`src/rtl/hamming_secded_codec.sv`:
```
// rtl/hamming_secded_codec.sv - parametrised SECDED Hamming encoder/decoder, 2-stage valid/ready pipeline
// Stage 1 encodes or computes syndrome/parity; stage 2 corrects, extracts data and drives the output.
module hamming_secded_codec #(
    parameter int DATA_W = 8,
    parameter int CNT_W  = 16,
    localparam int PAR_W = (DATA_W <= 4) ? 3 : (DATA_W <= 11) ? 4 : (DATA_W <= 26) ? 5 : 6,
    localparam int CW_W  = DATA_W + PAR_W + 1
) (
    input  logic             clk,
    input  logic             rst_n,
    input  logic             in_valid,
    output logic             in_ready,
    input  logic             in_mode,
    input  logic [CW_W-1:0]  in_data,
    output logic             out_valid,
    input  logic             out_ready,
    output logic [CW_W-1:0]  out_data,
    output logic [1:0]       out_err,
    input  logic             cnt_clr,
    output logic [CNT_W-1:0] corr_cnt,
    output logic [CNT_W-1:0] uncorr_cnt
);

    localparam logic [PAR_W:0] CW_LIM = CW_W[PAR_W:0];

    logic             adv1;
    logic             adv2;
    logic             s1_valid;
    logic             s1_mode;
    logic             s1_par;
    logic [CW_W-1:0]  s1_word;
    logic [PAR_W-1:0] s1_syn;
    logic [CW_W-1:0]  enc_word;
    logic [PAR_W-1:0] in_syn;
    logic [CW_W-1:0]  fix_word;
    logic [DATA_W-1:0] fix_data;
    logic [1:0]       fix_err;

    assign adv2     = !out_valid || out_ready;
    assign adv1     = !s1_valid || adv2;
    assign in_ready = adv1;

    // Data fills non-power-of-two positions; parity at 2^j is computed after placement.
    always_comb begin : enc_comb
        int   di;
        logic p;
        di       = 0;
        p        = 1'b0;
        enc_word = '0;
        for (int k = 1; k < CW_W; k++) begin
            if ((k & (k - 1)) != 0) begin
                enc_word[k] = in_data[di];
                di++;
            end
        end
        for (int j = 0; j < PAR_W; j++) begin
            p = 1'b0;
            for (int k = 1; k < CW_W; k++) begin
                if (((k >> j) & 1) != 0) p ^= enc_word[k];
            end
            enc_word[1 << j] = p;
        end
        enc_word[0] = ^enc_word[CW_W-1:1];
    end

    always_comb begin : syn_comb
        in_syn = '0;
        for (int k = 1; k < CW_W; k++) begin
            if (in_data[k]) in_syn ^= PAR_W'(k);
        end
    end

    // Syndrome 0 with odd parity points at the overall parity bit itself.
    always_comb begin : fix_comb
        int   di;
        logic flip;
        di       = 0;
        flip     = s1_par && ({1'b0, s1_syn} < CW_LIM);
        fix_word = flip ? (s1_word ^ (CW_W'(1) << s1_syn)) : s1_word;
        if (!s1_par && s1_syn == '0)
            fix_err = 2'b00;
        else if (flip)
            fix_err = 2'b01;
        else
            fix_err = 2'b10;
        fix_data = '0;
        for (int k = 1; k < CW_W; k++) begin
            if ((k & (k - 1)) != 0) begin
                fix_data[di] = fix_word[k];
                di++;
            end
        end
    end

    always_ff @(posedge clk or negedge rst_n) begin
        if (!rst_n) begin
            s1_valid <= 1'b0;
            s1_mode  <= 1'b0;
            s1_word  <= '0;
            s1_syn   <= '0;
            s1_par   <= 1'b0;
        end else if (adv1) begin
            s1_valid <= in_valid;
            if (in_valid) begin
                s1_mode <= in_mode;
                s1_word <= in_mode ? in_data : enc_word;
                s1_syn  <= in_syn;
                s1_par  <= ^in_data;
            end
        end
    end

    always_ff @(posedge clk or negedge rst_n) begin
        if (!rst_n) begin
            out_valid <= 1'b0;
            out_data  <= '0;
            out_err   <= 2'b00;
        end else if (adv2) begin
            out_valid <= s1_valid;
            if (s1_valid) begin
                out_data <= s1_mode ? {{(CW_W-DATA_W){1'b0}}, fix_data} : s1_word;
                out_err  <= s1_mode ? fix_err : 2'b00;
            end
        end
    end

    always_ff @(posedge clk or negedge rst_n) begin
        if (!rst_n) begin
            corr_cnt   <= '0;
            uncorr_cnt <= '0;
        end else if (cnt_clr) begin
            corr_cnt   <= '0;
            uncorr_cnt <= '0;
        end else if (out_valid && out_ready) begin
            if (out_err == 2'b01 && corr_cnt != '1)
                corr_cnt <= corr_cnt + CNT_W'(1);
            if (out_err == 2'b10 && uncorr_cnt != '1)
                uncorr_cnt <= uncorr_cnt + CNT_W'(1);
        end
    end

endmodule

```
`config.mk`:
```
export PLATFORM = sky130hd
export DESIGN_NAME = hamming_secded_codec
export DESIGN_NICKNAME = d
export VERILOG_FILES = /design/src/rtl/hamming_secded_codec.sv
export SDC_FILE = /design/constraint.sdc
export NUM_CORES = 1
export LEC_CHECK = 0
export ABC_AREA = 1
export BUFFER_PORTS_ARGS = -buffer_cell sky130_fd_sc_hd__buf_2
export CAP_MARGIN = 40
export CORE_MARGIN = 2
export CORE_UTILIZATION = 31
export CTS_BUF_LIST = sky130_fd_sc_hd__clkbuf_2 sky130_fd_sc_hd__clkbuf_4 sky130_fd_sc_hd__clkbuf_8
export CTS_CLUSTER_SIZE = 20
export DETAILED_ROUTE_END_ITERATION = 10
export GPL_TIMING_DRIVEN = 0
export PLACE_DENSITY_LB_ADDON = 0.08
export SLEW_MARGIN = 20
export SYNTH_ARGS = -nofsm -noshare
export SYNTH_HDL_FRONTEND = slang
export SYNTH_SLANG_ARGS = --single-unit
export TNS_END_PERCENT = 30
```
`constraint.sdc`:
```
create_clock -name clk -period 2.4 [get_ports clk]
set_input_delay 0.12 -clock clk [delete_from_list [all_inputs] [get_ports clk]]
set_output_delay 0.12 -clock clk [all_outputs]
set_load 0.05 [all_outputs]
```
==> flow_summary.yaml <==
worst_setup_path:
  critical_path_peak_fanout: 10
  setup.worst_path.end: "corr_cnt[14]"
  timing.critical_path.arrival_ns: 2.41
  worstSetupStartpoint: "corr_cnt[0]"
  worst-r2r-cell-count: 9
  worst-r2r-setup-slack_ns: 0.22
  timing_worst_setup_path_type: "reg2reg"
  timing.critical_path.from_type: "flip-flop"
  required_ns: 2.63
  cp-end-kind: "flip-flop"
  r2r-start: "corr_cnt[0]"
  timing.rr.end: "corr_cnt[14]"
cells_and_area:
  n_antenna_cell: 0
  combined_area_of_the_multi_input_logic_cells_um2: 1950
  design.final.nets: 610
  fillers: 1347
  area_delta_synth_final_pct: 19.1
  drive_above_1_share_pct: 15.9
  final-seq-area_um2: 1700
grt:
  grt_use_total_pct: 17.6
  antenna_found_initial: 0
  grt_overflow: 0
  gr_layer_usage_met2_pct: 28.8
  grt_max_degree: 37
  globalRouteMet1Util_pct: 22.5
  grt_first_pass_wirelength_mm: 18.5
  globalRoute.busiestLayer: "met2"
  grt_util_met3_pct: 3.22
  number_of_global_route_vias_before_repair: 3716
routing:
  via_per_instance_ratio: 4.96
  num_vias: 3793
  drc: 0
  1st_pass_router_iterations: 4
  drtAntennaViolNets: 0
  detail_route.wirelength_mm: 11.3
  post_drt_wl_per_cell_um: 14.9
  detailedRoute.firstIterationViolations: 267
flow_run:
  max_cap_violations: 0
die:
  design.portCount: 68
  die_area_um2: 13600
  start_util_pct: 31.5
  core-area_um2: 12500
  fp.dieW_um: 117
  dieHeight_um: 117
  total_number_of_placement_rows: 41
synth:
  dominant_synthesized_flop_cell: "sky130_fd_sc_hd__dfrtp_1"
  number_of_cells_produced_by_synthesis: 510
  synth-seq-cells: 68
  synth-edff-count: 0
  yosys_warnings: 0
  leading_area_contributor_after_synthesis: "sky130_fd_sc_hd__dfrtp_1"
  proportion_of_synthesized_chip_area_in_sequential_cells_pct: 43.2
  yosysTopAreaCellShare_pct: 43.2
  synth.avg_cell_area_um2: 7.72
  share_of_synthesized_flip_flops_with_an_asynchronous_set_or_reset_pct: 100
  synth_nets: 531
  cell_area_after_synthesis_um2: 3940
  post_synth_num_cell_types: 34
  synth_top_cells_by_area: "sky130_fd_sc_hd__dfrtp_1, sky130_fd_sc_hd__nand2_1, sky130_fd_sc_hd__xor2_1"
cts:
  postCtsSetupRepairBufs: 0
  cts.repair.resized: 0
  clk-insertion-delay-late_ns: 0.36
  cts_made_buffers: 9
  cts_tree: "yes"
  clockBufferDepth: 2
  clockRootBuffer: "sky130_fd_sc_hd__clkbuf_8"
  clk_pin_slew_worst_paths_ns: 0.08
  clock_tree.htree_level_count: 3
  clock_sink_count: 68
sta:
  post-route-period-util_pct: 90.7
  fmax_ghz: 0.459
  hold_violations: 0
  setup_viol: 0
  postLayoutSetupSlackWorst_ns: 0.223
  finalCriticalPeriod_ns: 2.18
  slew_viol_final: 0
  timing_worst_slew_pin_value_ns: 0.581
  final.setup_skew_ns: 0.0138
  unrepaired_setup_endpoints_after_global_routing: "no"
  fin_setup_tns_ns: 0
  slew-limit-headroom_pct: 61.0
min_path:
  holdCritPathClass: "in2reg"
  hold_depth: 3
power:
  power_per_standard_cell_area_nw_per_um2: 735
  static-leakage-power_nw: 2.27
  power.ir.vdd_worst_mv: 0.602
  design_power_total_mw: 3.45
run_status:
  run_status: "finished, final reports clean"
placement:
  post-place-ws_ns: 0.239
  dp.final_hpwl_mm: 8.45
  place.gp.congestion: 0.834
  io_buffer_count: 66
-- how the worst min path moves through the flow --
stage	from	end	slack [ns]
2_1_floorplan	rst_n	corr_cnt[0]	-0.18
3_3_place_gp	in_data[10]	s1_word[10]	0.40
3_5_place_dp	rst_n	corr_cnt[4]	0.11
4_1_cts	in_data[8]	s1_word[8]	0.02
5_1_grt	in_data[10]	s1_word[10]	0.03
6_report	in_data[8]	s1_word[8]	0.03
-- critical path, stage by stage, from the launching register on --
cell and delay [ns]:
sky130_fd_sc_hd__dfrtp_1 0.47, sky130_fd_sc_hd__ha_1 0.25, sky130_fd_sc_hd__nand3_2 0.15, sky130_fd_sc_hd__nor3_4 0.27, sky130_fd_sc_hd__nand3_2 0.14, sky130_fd_sc_hd__o21ai_4 0.32
sky130_fd_sc_hd__nand2_4 0.10, sky130_fd_sc_hd__buf_2 0.21, sky130_fd_sc_hd__nand2_1 0.08, sky130_fd_sc_hd__o21ai_1 0.06
-- through the flow --
step                      util [%]  hold WS [ns]  area, um2  std cells
final                         37.5        0.0256       4690        764
after global placement        35.8         0.397       4480        748
after CTS                     37.5        0.0155       4690        764
after detailed placement      36.0         0.107       4510        749
after global routing          37.5        0.0311       4690        764
after floorplan                  -        -0.176       3940        510
-- flip-flops by register name, summed over array words and instances (netlist names) --
signal,cells
corr_cnt,16
uncorr_cnt,16
out_data,13
s1_word,13
s1_syn,4
out_err,2
out_valid,1
s1_mode,1
s1_par,1
s1_valid,1
-- logic make-up after synthesis --
logic type	Yosys count	synth area share, %
AND/OR/NAND/NOR	246	27.9
AO/OA/AOI/OAI	83	12.6
buffers and inverters	73	7.24
flip-flops	68	43.2
XOR/XNOR	38	8.45
adder cells (fa/ha/maj)	2	0.635
-- cell usage in the layout (no fill, tap or decap), types with 6 or more instances in the layout --
master,instances
sky130_fd_sc_hd__nand4_1,18
sky130_fd_sc_hd__a21oi_1,18
sky130_fd_sc_hd__xnor2_1,12
sky130_fd_sc_hd__o22ai_1,8
sky130_fd_sc_hd__o211ai_1,6
sky130_fd_sc_hd__clkbuf_8,12
sky130_fd_sc_hd__o21ai_1,18
sky130_fd_sc_hd__buf_2,68
sky130_fd_sc_hd__nor3_1,17
sky130_fd_sc_hd__o31ai_1,9
sky130_fd_sc_hd__o21ai_0,17
sky130_fd_sc_hd__clkbuf_1,9
sky130_fd_sc_hd__inv_1,56
sky130_fd_sc_hd__nand2_1,125
sky130_fd_sc_hd__dfrtp_1,68
sky130_fd_sc_hd__nand3_1,45
sky130_fd_sc_hd__xor2_1,26
sky130_fd_sc_hd__nor2_1,30
-- power breakdown --
part / leakage [nW] / total (mW) / switching, mW / internal (mW)
Combinational: 1.30 / 1.09 / 0.809 / 0.283
Sequential: 0.877 / 1.45 / 0.145 / 1.31
Clock: 0.0941 / 0.900 / 0.454 / 0.445
Total: 2.27 / 3.45 / 1.41 / 2.04
-- cells in the mapped netlist, drive strengths merged, types with 2 or more instances --
cell type	n
ha	2
o22ai	8
clkbuf	9
buf	4
nor2	30
nor3	18
xnor2	12
nand3	47
nand2	127
o211ai	6
o31ai	9
o21ai	36
nand4	18
a21oi	18
o221ai	3
xor2	26
clkinv	3
inv	57
nand3b	2
or2	3
dfrtp	68
-- cell type report --
class | instances | area share [%]
Buffer | 13 | 1.28
Clock buffer | 12 | 3.52
Clock inverter | 2 | 0.213
Inverter | 60 | 4.80
Tap cell | 172 | 4.59
Timing Repair Buffer | 68 | 7.74
Sequential cell | 68 | 36.3
Multi-Input combinational cell | 369 | 41.6
-- per-layer routing --
metal	vias up	wire [um]
met2	117	5330
met1	1791	5270
met4	0	319
met5	-	0
li1	1864	-
met3	21	427
-- what timing repair did --
action                     4_1_cts  5_1_grt
hold endpoints to repair        32        0
setup endpoints to repair        0        0
hold buffers                     1        0
Note: power is estimated with default switching activity, not from simulation.
